File: config.mk
export PLATFORM = sky130hd
export DESIGN_NAME = pipelined_instr_decoder
export DESIGN_NICKNAME = d
export VERILOG_FILES = /design/src/rtl/pipelined_instr_decoder.sv
export SDC_FILE = /design/constraint.sdc
export NUM_CORES = 1
export LEC_CHECK = 0
export ABC_AREA = 1
export ABC_CLOCK_PERIOD_IN_PS = 1300
export CAP_MARGIN = 20
export CORE_ASPECT_RATIO = 1.25
export CORE_UTILIZATION = 42
export DETAILED_ROUTE_END_ITERATION = 6
export GPL_TIMING_DRIVEN = 1
export PLACE_DENSITY = 0.79
export SLEW_MARGIN = 20
export SYNTH_ARGS = -nofsm -noshare
export SYNTH_HDL_FRONTEND = slang
export SYNTH_SLANG_ARGS = --single-unit
File: constraint.sdc
create_clock -name clk -period 1.3 [get_ports clk]
set_input_delay 0.26 -clock clk [delete_from_list [all_inputs] [get_ports clk]]
set_output_delay 0.26 -clock clk [all_outputs]
set_load 0.1 [all_outputs]
File: src/rtl/pipelined_instr_decoder.sv
// Two-stage streaming instruction decoder: S1 captures the instruction and its sequence tag,
// S2 holds the decoded op_class/addr_mode. Optional statistics counters under DECODER_STATS_EN.
module pipelined_instr_decoder #(
    parameter int INSTR_W = 8,
    parameter int TAG_W   = 4,
    parameter int CNT_W   = 16
) (
    input  logic               clk,
    input  logic               rst,
    input  logic               in_valid,
    output logic               in_ready,
    input  logic [INSTR_W-1:0] instr,
    output logic               out_valid,
    input  logic               out_ready,
    output logic [2:0]         op_class,
    output logic [2:0]         addr_mode,
    output logic               illegal,
    output logic [TAG_W-1:0]   tag
`ifdef DECODER_STATS_EN
    ,
    input  logic               stats_clr,
    output logic [CNT_W-1:0]   cnt_load,
    output logic [CNT_W-1:0]   cnt_store,
    output logic [CNT_W-1:0]   cnt_jump,
    output logic [CNT_W-1:0]   cnt_branch,
    output logic [CNT_W-1:0]   cnt_illegal
`endif
);

    localparam logic [2:0] UNKNOWN = 3'd7;

    // Explicit equality compares: an X/Z field never matches and falls through to UNKNOWN.
    function automatic logic [2:0] decode_field(input logic [2:0] f);
        if (f == 3'b000)      return 3'd0;
        else if (f == 3'b001) return 3'd1;
        else if (f == 3'b010) return 3'd2;
        else if (f == 3'b011) return 3'd3;
        else                  return UNKNOWN;
    endfunction

    logic               r_s1_valid;
    logic [INSTR_W-1:0] r_s1_instr;
    logic [TAG_W-1:0]   r_s1_tag;
    logic [TAG_W-1:0]   r_tag_cnt;
    logic               r_s2_valid;
    logic [2:0]         r_s2_op;
    logic [2:0]         r_s2_mode;
    logic               r_s2_ill;
    logic [TAG_W-1:0]   r_s2_tag;

    logic               w_s2_load;
    logic               w_in_fire;
    logic               w_out_fire;
    logic [2:0]         w_dec_op;
    logic [2:0]         w_dec_mode;
    logic               w_unused_mid;

    // Valid/ready: a transfer happens on a clk edge where valid & ready are both high;
    // valid and its payload stay stable until that edge, and ready never waits on valid.
    assign w_s2_load  = ~r_s2_valid | out_ready;
    assign in_ready   = ~rst & (~r_s1_valid | w_s2_load);
    assign w_in_fire  = in_valid & in_ready;
    assign w_out_fire = r_s2_valid & out_ready;

    assign w_dec_op     = decode_field(r_s1_instr[INSTR_W-1 -: 3]);
    assign w_dec_mode   = decode_field(r_s1_instr[2:0]);
    assign w_unused_mid = ^r_s1_instr;

    always_ff @(posedge clk) begin
        if (rst) begin
            r_s1_valid <= 1'b0;
            r_s1_instr <= '0;
            r_s1_tag   <= '0;
            r_tag_cnt  <= '0;
            r_s2_valid <= 1'b0;
            r_s2_op    <= UNKNOWN;
            r_s2_mode  <= UNKNOWN;
            r_s2_ill   <= 1'b0;
            r_s2_tag   <= '0;
        end else begin
            if (w_in_fire) begin
                r_s1_valid <= 1'b1;
                r_s1_instr <= instr;
                r_s1_tag   <= r_tag_cnt;
                r_tag_cnt  <= r_tag_cnt + TAG_W'(1);
            end else if (w_s2_load) begin
                r_s1_valid <= 1'b0;
            end

            // Payload only moves with a real instruction so a bubble leaves the last result visible.
            if (w_s2_load) begin
                r_s2_valid <= r_s1_valid;
                if (r_s1_valid) begin
                    r_s2_op   <= w_dec_op;
                    r_s2_mode <= w_dec_mode;
                    r_s2_ill  <= (w_dec_op == UNKNOWN) | (w_dec_mode == UNKNOWN);
                    r_s2_tag  <= r_s1_tag;
                end
            end
        end
    end

    assign out_valid = r_s2_valid;
    assign op_class  = r_s2_op;
    assign addr_mode = r_s2_mode;
    assign illegal   = r_s2_ill;
    assign tag       = r_s2_tag;

`ifdef DECODER_STATS_EN
    logic [CNT_W-1:0] r_cnt_load;
    logic [CNT_W-1:0] r_cnt_store;
    logic [CNT_W-1:0] r_cnt_jump;
    logic [CNT_W-1:0] r_cnt_branch;
    logic [CNT_W-1:0] r_cnt_illegal;

    function automatic logic [CNT_W-1:0] sat_inc(input logic [CNT_W-1:0] c, input logic hit);
        if (hit && (c != '1)) return c + CNT_W'(1);
        else                  return c;
    endfunction

    // Clear wins over a same-cycle increment.
    always_ff @(posedge clk) begin
        if (rst || stats_clr) begin
            r_cnt_load    <= '0;
            r_cnt_store   <= '0;
            r_cnt_jump    <= '0;
            r_cnt_branch  <= '0;
            r_cnt_illegal <= '0;
        end else begin
            r_cnt_load    <= sat_inc(r_cnt_load,    w_out_fire & (r_s2_op == 3'd0));
            r_cnt_store   <= sat_inc(r_cnt_store,   w_out_fire & (r_s2_op == 3'd1));
            r_cnt_jump    <= sat_inc(r_cnt_jump,    w_out_fire & (r_s2_op == 3'd2));
            r_cnt_branch  <= sat_inc(r_cnt_branch,  w_out_fire & (r_s2_op == 3'd3));
            r_cnt_illegal <= sat_inc(r_cnt_illegal, w_out_fire & r_s2_ill);
        end
    end

    assign cnt_load    = r_cnt_load;
    assign cnt_store   = r_cnt_store;
    assign cnt_jump    = r_cnt_jump;
    assign cnt_branch  = r_cnt_branch;
    assign cnt_illegal = r_cnt_illegal;
`else
    logic [CNT_W-1:0] w_unused_cnt;
    logic             w_unused_fire;
    assign w_unused_cnt  = '0;
    assign w_unused_fire = w_out_fire;
`endif

endmodule

==> results.tsv, run 1 <==
stage	metric	value	unit
clocking	htreeDepth	1	
logic_synthesis	ys_top_cells_by_area	dfxtp_1, nand2_1, nand3_1	
finish	design_area	1560	sq um
run	cap_violations	0	
placement	port-buffer-count	22	
sta	slew_viol_final	0	
sta	worst_slew_pin_slew	0.202	ns
logic_synthesis	synth_area_per_cell	8.15	sq um
clocking	clock_sinks	27	
die	die_h	58.4	um
logic_synthesis	yosysMostFrequentCell	nand2_1	
clocking	tritoncts	done	
die	coreArea	2430	sq um
die	rows	20	
sta	setup_viol_count_final	1	
logic_synthesis	synth.distinct_cells	22	
logic_synthesis	post-synth-top-area-fraction	0.506	
hold_path	hold_path_class	in2reg	
clocking	cts_buffers	3	
sta	layout_setup_ws	-0.0992	ns
clocking	cts_root_buffer	clkbuf_4	
route	drc	0	
route	vias	924	
route	totalWireLength	2040	um
grt	grt_pass1_vias	830	
sta	fin_skew	0.00160	ns
logic_synthesis	ys_ff_latch	27	
critical_path	cp_max_fo	2	
placement	hpwl	1540	um
logic_synthesis	synth_edf_count	0	
clocking	clock_latency	0.33	ns
clocking	cts.clk_slew.worst_paths	0.13	ns
logic_synthesis	netlist_instances	131	
logic_synthesis	synth.top_cells.by_count	nand2_1, dfxtp_1, nand3_1	
sta	rsz0062_at_grt	yes	
critical_path	slowest_stage	dfxtp_4	
critical_path	arrival	1.14	ns
route	viasPerCell	4.71	
power	power.leakage	0.702	nW
sta	hold_violations	0	
grt	grt_usage	0.165	
sta	finalCritPeriodShare	1.08	
clocking	clock_path_buffers	2	
logic_synthesis	synth_top_area_cell	dfxtp_1	
finish	final_nets	177	
route	drt_iter0_drc	20	
die	die_width	47.1	um
placement	gp_congestion	0.842	
die	ios	25	
grt	antenna_found_initial	0	
sta	fin_crit	1.40	ns
die	die_area	2750	sq um
critical_path	end_kind	output pin	
logic_synthesis	synth_nets	144	
power	peakVddDrop	0.495	mV
logic_synthesis	ys_seq_area_frac	0.506	
placement	placed_area	1500	sq um
power	power_density	1130	nW/um^2
logic_synthesis	ys.flop_type	dfxtp_1	
grt	grt_pass1_wl	3260	um
sta	whs	0.345	ns
logic_synthesis	synth.yosys.warnings	0	
critical_path	critical_path_class	reg2out	
die	start_util	0.440	
outcome	status	complete, but fails checks	
finish	n_antenna_cell	0	
grt	grt_max_degree	19	
route	ant_nets	0	
finish	drive_above_1_share	0.270	
critical_path	cp_data_required_time	1.04	ns
grt	grt.overflow.total	0	
logic_synthesis	synth_area	1070	sq um
sta	relSlewSlack	0.864	
logic_synthesis	async_flop_share	0	
route	firstDrtPassIters	4	
critical_path	slowest_delay	0.38	ns
critical_path	path_cells	nand3_4, nand2_4, clkinvlp_4, buf_12	
critical_path	worstSetupStartpointType	flop	
finish	utilization	0.642	
critical_path	reg2reg_slack	0.09	ns
outcome	violations	negative setup slack	
route	routedWlPerCell	10.4	um
sta	fmax	715	MHz
finish	area_growth	46.1	%
## worst max-delay path, delay by kind of cell (launching register included)
family / cells / cell delay (ns)
DFF: 1 / 0.38
buffers and inverters: 2 / 0.26
and+or+nand+nor: 2 / 0.17
## state kept, by name (all words and copies together), names as in the netlist
register	count
r_s1_instr	6
r_s1_tag	4
r_tag_cnt	4
tag	4
addr_mode	3
op_class	3
illegal	1
out_valid	1
r_s1_valid	1
## per-stage QoR
step / TNS [ns] / power, W / setup WS [ns] / std cells
2_1_floorplan: -0.175 / 0.00124 / -0.175 / 131
3_3_place_gp: -3.35 / 0.00141 / -0.153 / 188
3_5_place_dp: -3.96 / 0.00143 / -0.196 / 188
4_1_cts: -0.0982 / 0.00177 / -0.0982 / 195
5_1_grt: -0.214 / 0.00184 / -0.142 / 196
6_report: -0.0992 / 0.00177 / -0.0992 / 196
## layer usage
metal / wire (um) / share of wire / GRT usage / vias up
li1: - / - / - / 481
met1: 844 / 0.41 / 0.193 / 415
met2: 1080 / 0.53 / 0.280 / 23
met3: 64 / 0.031 / 0.0276 / 5
met4: 50 / 0.025 / 0.0857 / 0
met5: 0 / 0 / 0 / -
## power by group
part | internal, W | switching [W]
clock network | 0.000116 | 0.000238
logic | 0.000187 | 0.000305
registers | 0.000876 | 0.0000439
## layout by cell type, fill, tap and decap left out, types with 3 or more instances in the layout
| master | n |
|---|---|
| nand3_1 | 14 |
| inv_1 | 4 |
| clkbuf_4 | 3 |
| buf_4 | 11 |
| nand2_1 | 42 |
| o21ai_0 | 5 |
| inv_2 | 3 |
| buf_12 | 14 |
| nor2_1 | 8 |
| nand4_1 | 3 |
| a21oi_1 | 6 |
| clkdlybuf4s50_1 | 7 |
| dfxtp_1 | 25 |
## path summary, 6_finish.rpt
| path | startpoint | to | depth (start not counted) |
|---|---|---|---|
| setup / recovery | out_valid | in_ready | 4 |
| hold reg to reg | r_s1_tag[1] | r_s1_tag[1] | 2 |
| setup reg to reg | out_valid | r_tag_cnt[0] | 7 |
| hold / removal | out_ready | out_valid | 4 |
## final cells by class
| type | instances | area, sq um |
|---|---|---|
| clock buffers | 3 | 22.5 |
| clock inverters | 1 | 5.00 |
| fillers | 192 | 868 |
| inverters | 9 | 40.0 |
| multi-input cells | 89 | 454 |
| flip-flops and latches | 27 | 546 |
| well taps | 33 | 41.3 |
| repair buffers | 34 | 450 |
## logic make-up (layout without fill, tap and decap cells)
family / Yosys count / after routing / share of synthesized area
adders and majority gates: 1 / 1 / 0.0117
xor gates and xnor gates: 1 / 1 / 0.00821
and+or+nand+nor: 73 / 73 / 0.319
AOI/OAI and AO/OA: 14 / 14 / 0.0727
DFF: 27 / 27 / 0.506
buffers and inverters: 15 / 47 / 0.0821
## what timing repair did
item,CTS,global route
buffers inserted,3,1
gates cloned,0,0
pin swaps,2,2
endpoints found under the setup margin,1,5
hold buffers,0,0
resized for setup,3,1
Note: power is estimated with default switching activity, not from simulation.
==> run 2, diff against run 1 <==
- CORE_MARGIN: unset -> 8
==> run 2 against run 1 <==
  * The run still ends with negative setup slack left
  * First-iteration DRC count is 40% higher
  * Core utilization decreased by 0.10 points
  * Combinational power rose by 0.8%
  * Maximum frequency rose by 1.9%
  * Sequential share of layout area grew 0.056 points
  * Setup slack gained 0.026 ns
  * Non-clock buffer count is the same
  * Clock skew is 0.00064 ns lower
  * Clock power down 5.9%
  * Largest power group unchanged
  * Largest cell class unchanged
  * Clock-buffer cell count increased by 1
  * Die area rose by 61%
==> results.tsv, run 2 (synthesized netlist as in run 1, its figures left out) <==
stage	metric	value	unit	change
outcome	status	complete, but fails checks		unchanged
outcome	violations	negative setup slack		unchanged
die	coreArea	2430	sq um	unchanged
clocking	clock_sinks	27		unchanged
sta	hold_violations	0		unchanged
finish	largest_register_ffs	6		unchanged
sta	setup_viol_count_final	1		unchanged
grt	grt.overflow.total	0		unchanged
power	power_density	1120	nW/um^2	was 1130 nW/um^2
grt	grt_pass1_vias	867		was 830
die	die_area	4420	sq um	was 2750 sq um
route	viasPerCell	4.80		was 4.71
sta	fmax	728	MHz	was 715 MHz
route	drc	0		unchanged
finish	top_register	r_s1_instr		unchanged
route	vias	946		was 924
sta	whs	0.376	ns	was 0.345 ns
finish	final_nets	178		was 177
clocking	clock_path_buffers	2		unchanged
power	peakVddDrop	0.625	mV	was 0.495 mV
hold_path	hold_path_class	in2reg		unchanged
grt	antenna_found_initial	0		unchanged
finish	drive_above_1_share	0.268		was 0.270
finish	n_antenna_cell	0		unchanged
die	die_width	61.1	um	was 47.1 um
sta	relSlewSlack	0.794		was 0.864
finish	area_growth	45.8	%	was 46.1%
grt	grt_pass1_wl	3620	um	was 3260 um
critical_path	cp_max_fo	2		unchanged
clocking	clock_latency	0.30	ns	was 0.33 ns
die	rows	20		unchanged
sta	fin_skew	0.000964	ns	was 0.00160 ns
critical_path	worstSetupStartpointType	flop		unchanged
die	ios	25		unchanged
clocking	htreeDepth	1		unchanged
die	die_h	72.4	um	was 58.4 um
route	drt_iter0_drc	28		was 20
sta	rsz0062_at_grt	yes		unchanged
sta	slew_viol_final	0		unchanged
finish	mostFrequentLayoutCell	nand2_1		unchanged
sta	fin_setup_tns	-0.0733	ns	was -0.0992 ns
finish	fillers	203		was 192
sta	worst_slew_pin_slew	0.309	ns	was 0.202 ns
route	ant_nets	0		unchanged
placement	gp_congestion	0.825		was 0.842
sta	fin_crit	1.37	ns	was 1.40 ns
route	totalWireLength	2240	um	was 2040 um
critical_path	critical_path_class	reg2out		unchanged
route	routedWlPerCell	11.4	um	was 10.4 um
finish	utilization	0.641		was 0.642
grt	grt_usage	0.101		was 0.165
clocking	cts_buffers	3		unchanged
sta	finalCritPeriodShare	1.06		was 1.08
sta	layout_setup_ws	-0.0733	ns	was -0.0992 ns
run	cap_violations	0		unchanged
critical_path	arrival	1.11	ns	was 1.14 ns
clocking	cts.clk_slew.worst_paths	0.13	ns	about the same
grt	grt_max_degree	19		unchanged
clocking	tritoncts	done		unchanged
critical_path	cp_data_required_time	1.04	ns	about the same
power	total_power	0.00175	W	was 0.00177 W
clocking	cts_root_buffer	clkbuf_4		unchanged
finish	final_cell_mix	nand2_1, dfxtp_1, nand3_1		was nand2_1, dfxtp_1, nand3_1, buf_12, buf_4
power	power.leakage	0.697	nW	was 0.702 nW
route	firstDrtPassIters	4		unchanged
critical_path	end_kind	output pin		unchanged
placement	hpwl	1630	um	was 1540 um
placement	port-buffer-count	22		unchanged
die	start_util	0.440		unchanged
run 2: cell count changes in the layout (fill, tap and decap cells not counted), sizes merged:
cell / change
clkbuf: +1
clkinv: -1
nor2: +1
run 2: cell type report:
| cell class | count | area (sq um) | area share |
|---|---|---|---|
| timing repair buffer | 34 | 438 | 0.281 |
| multi-input combinational | 90 | 465 | 0.299 |
| tap | 33 | 41.3 | 0.0265 |
| inverter | 9 | 40.0 | 0.0257 |
| clock buffer | 4 | 26.3 | 0.0169 |
| sequential | 27 | 546 | 0.350 |
run 2: per-layer routing:
layer,wire [um],vias up,global-route usage,part of all wire
li1,-,487,-,-
met1,886,434,0.112,0.39
met2,1230,23,0.174,0.55
met3,104,2,0.0195,0.046
met4,21,0,0.0494,0.0094
met5,0,-,0,0
run 2: timing repair:
action | in CTS | in global routing
setup buffers | 4 | 1
hold buffers | 0 | 0
gates cloned | 0 | 1
resized for setup | 3 | 1
endpoints found under the setup margin | 1 | 7
pin swaps | 1 | 5
run 2: final timing paths:
check | start | endpoint | slack [ns] | cells after the start
setup / recovery | out_valid | in_ready | -0.07 | 4
hold / removal | out_ready | out_valid | 0.38 | 4
hold reg to reg | r_s1_tag[0] | r_s1_tag[0] | 0.47 | 2
setup reg to reg | out_valid | op_class[0] | 0.06 | 7
run 2: through the flow:
stage / std cells / area (sq um) / setup slack [ns]
5_1_grt: 197 / 1560 / -0.124
2_1_floorplan: 131 / 1080 / -0.175
6_report: 197 / 1560 / -0.0733
3_5_place_dp: 188 / 1500 / -0.193
3_3_place_gp: 188 / 1500 / -0.154
4_1_cts: 196 / 1550 / -0.0719
run 2: critical path: stages (launching register included):
cell,delay (ns)
dfxtp_4,0.38
nand3_4,0.08
nand2_4,0.08
clkinvlp_4,0.10
buf_12,0.17
run 2: power by group:
part           switching (W)  internal, W  total (W)
registers          0.0000431     0.000876   0.000919
logic               0.000312     0.000184   0.000496
clock network       0.000213     0.000119   0.000333
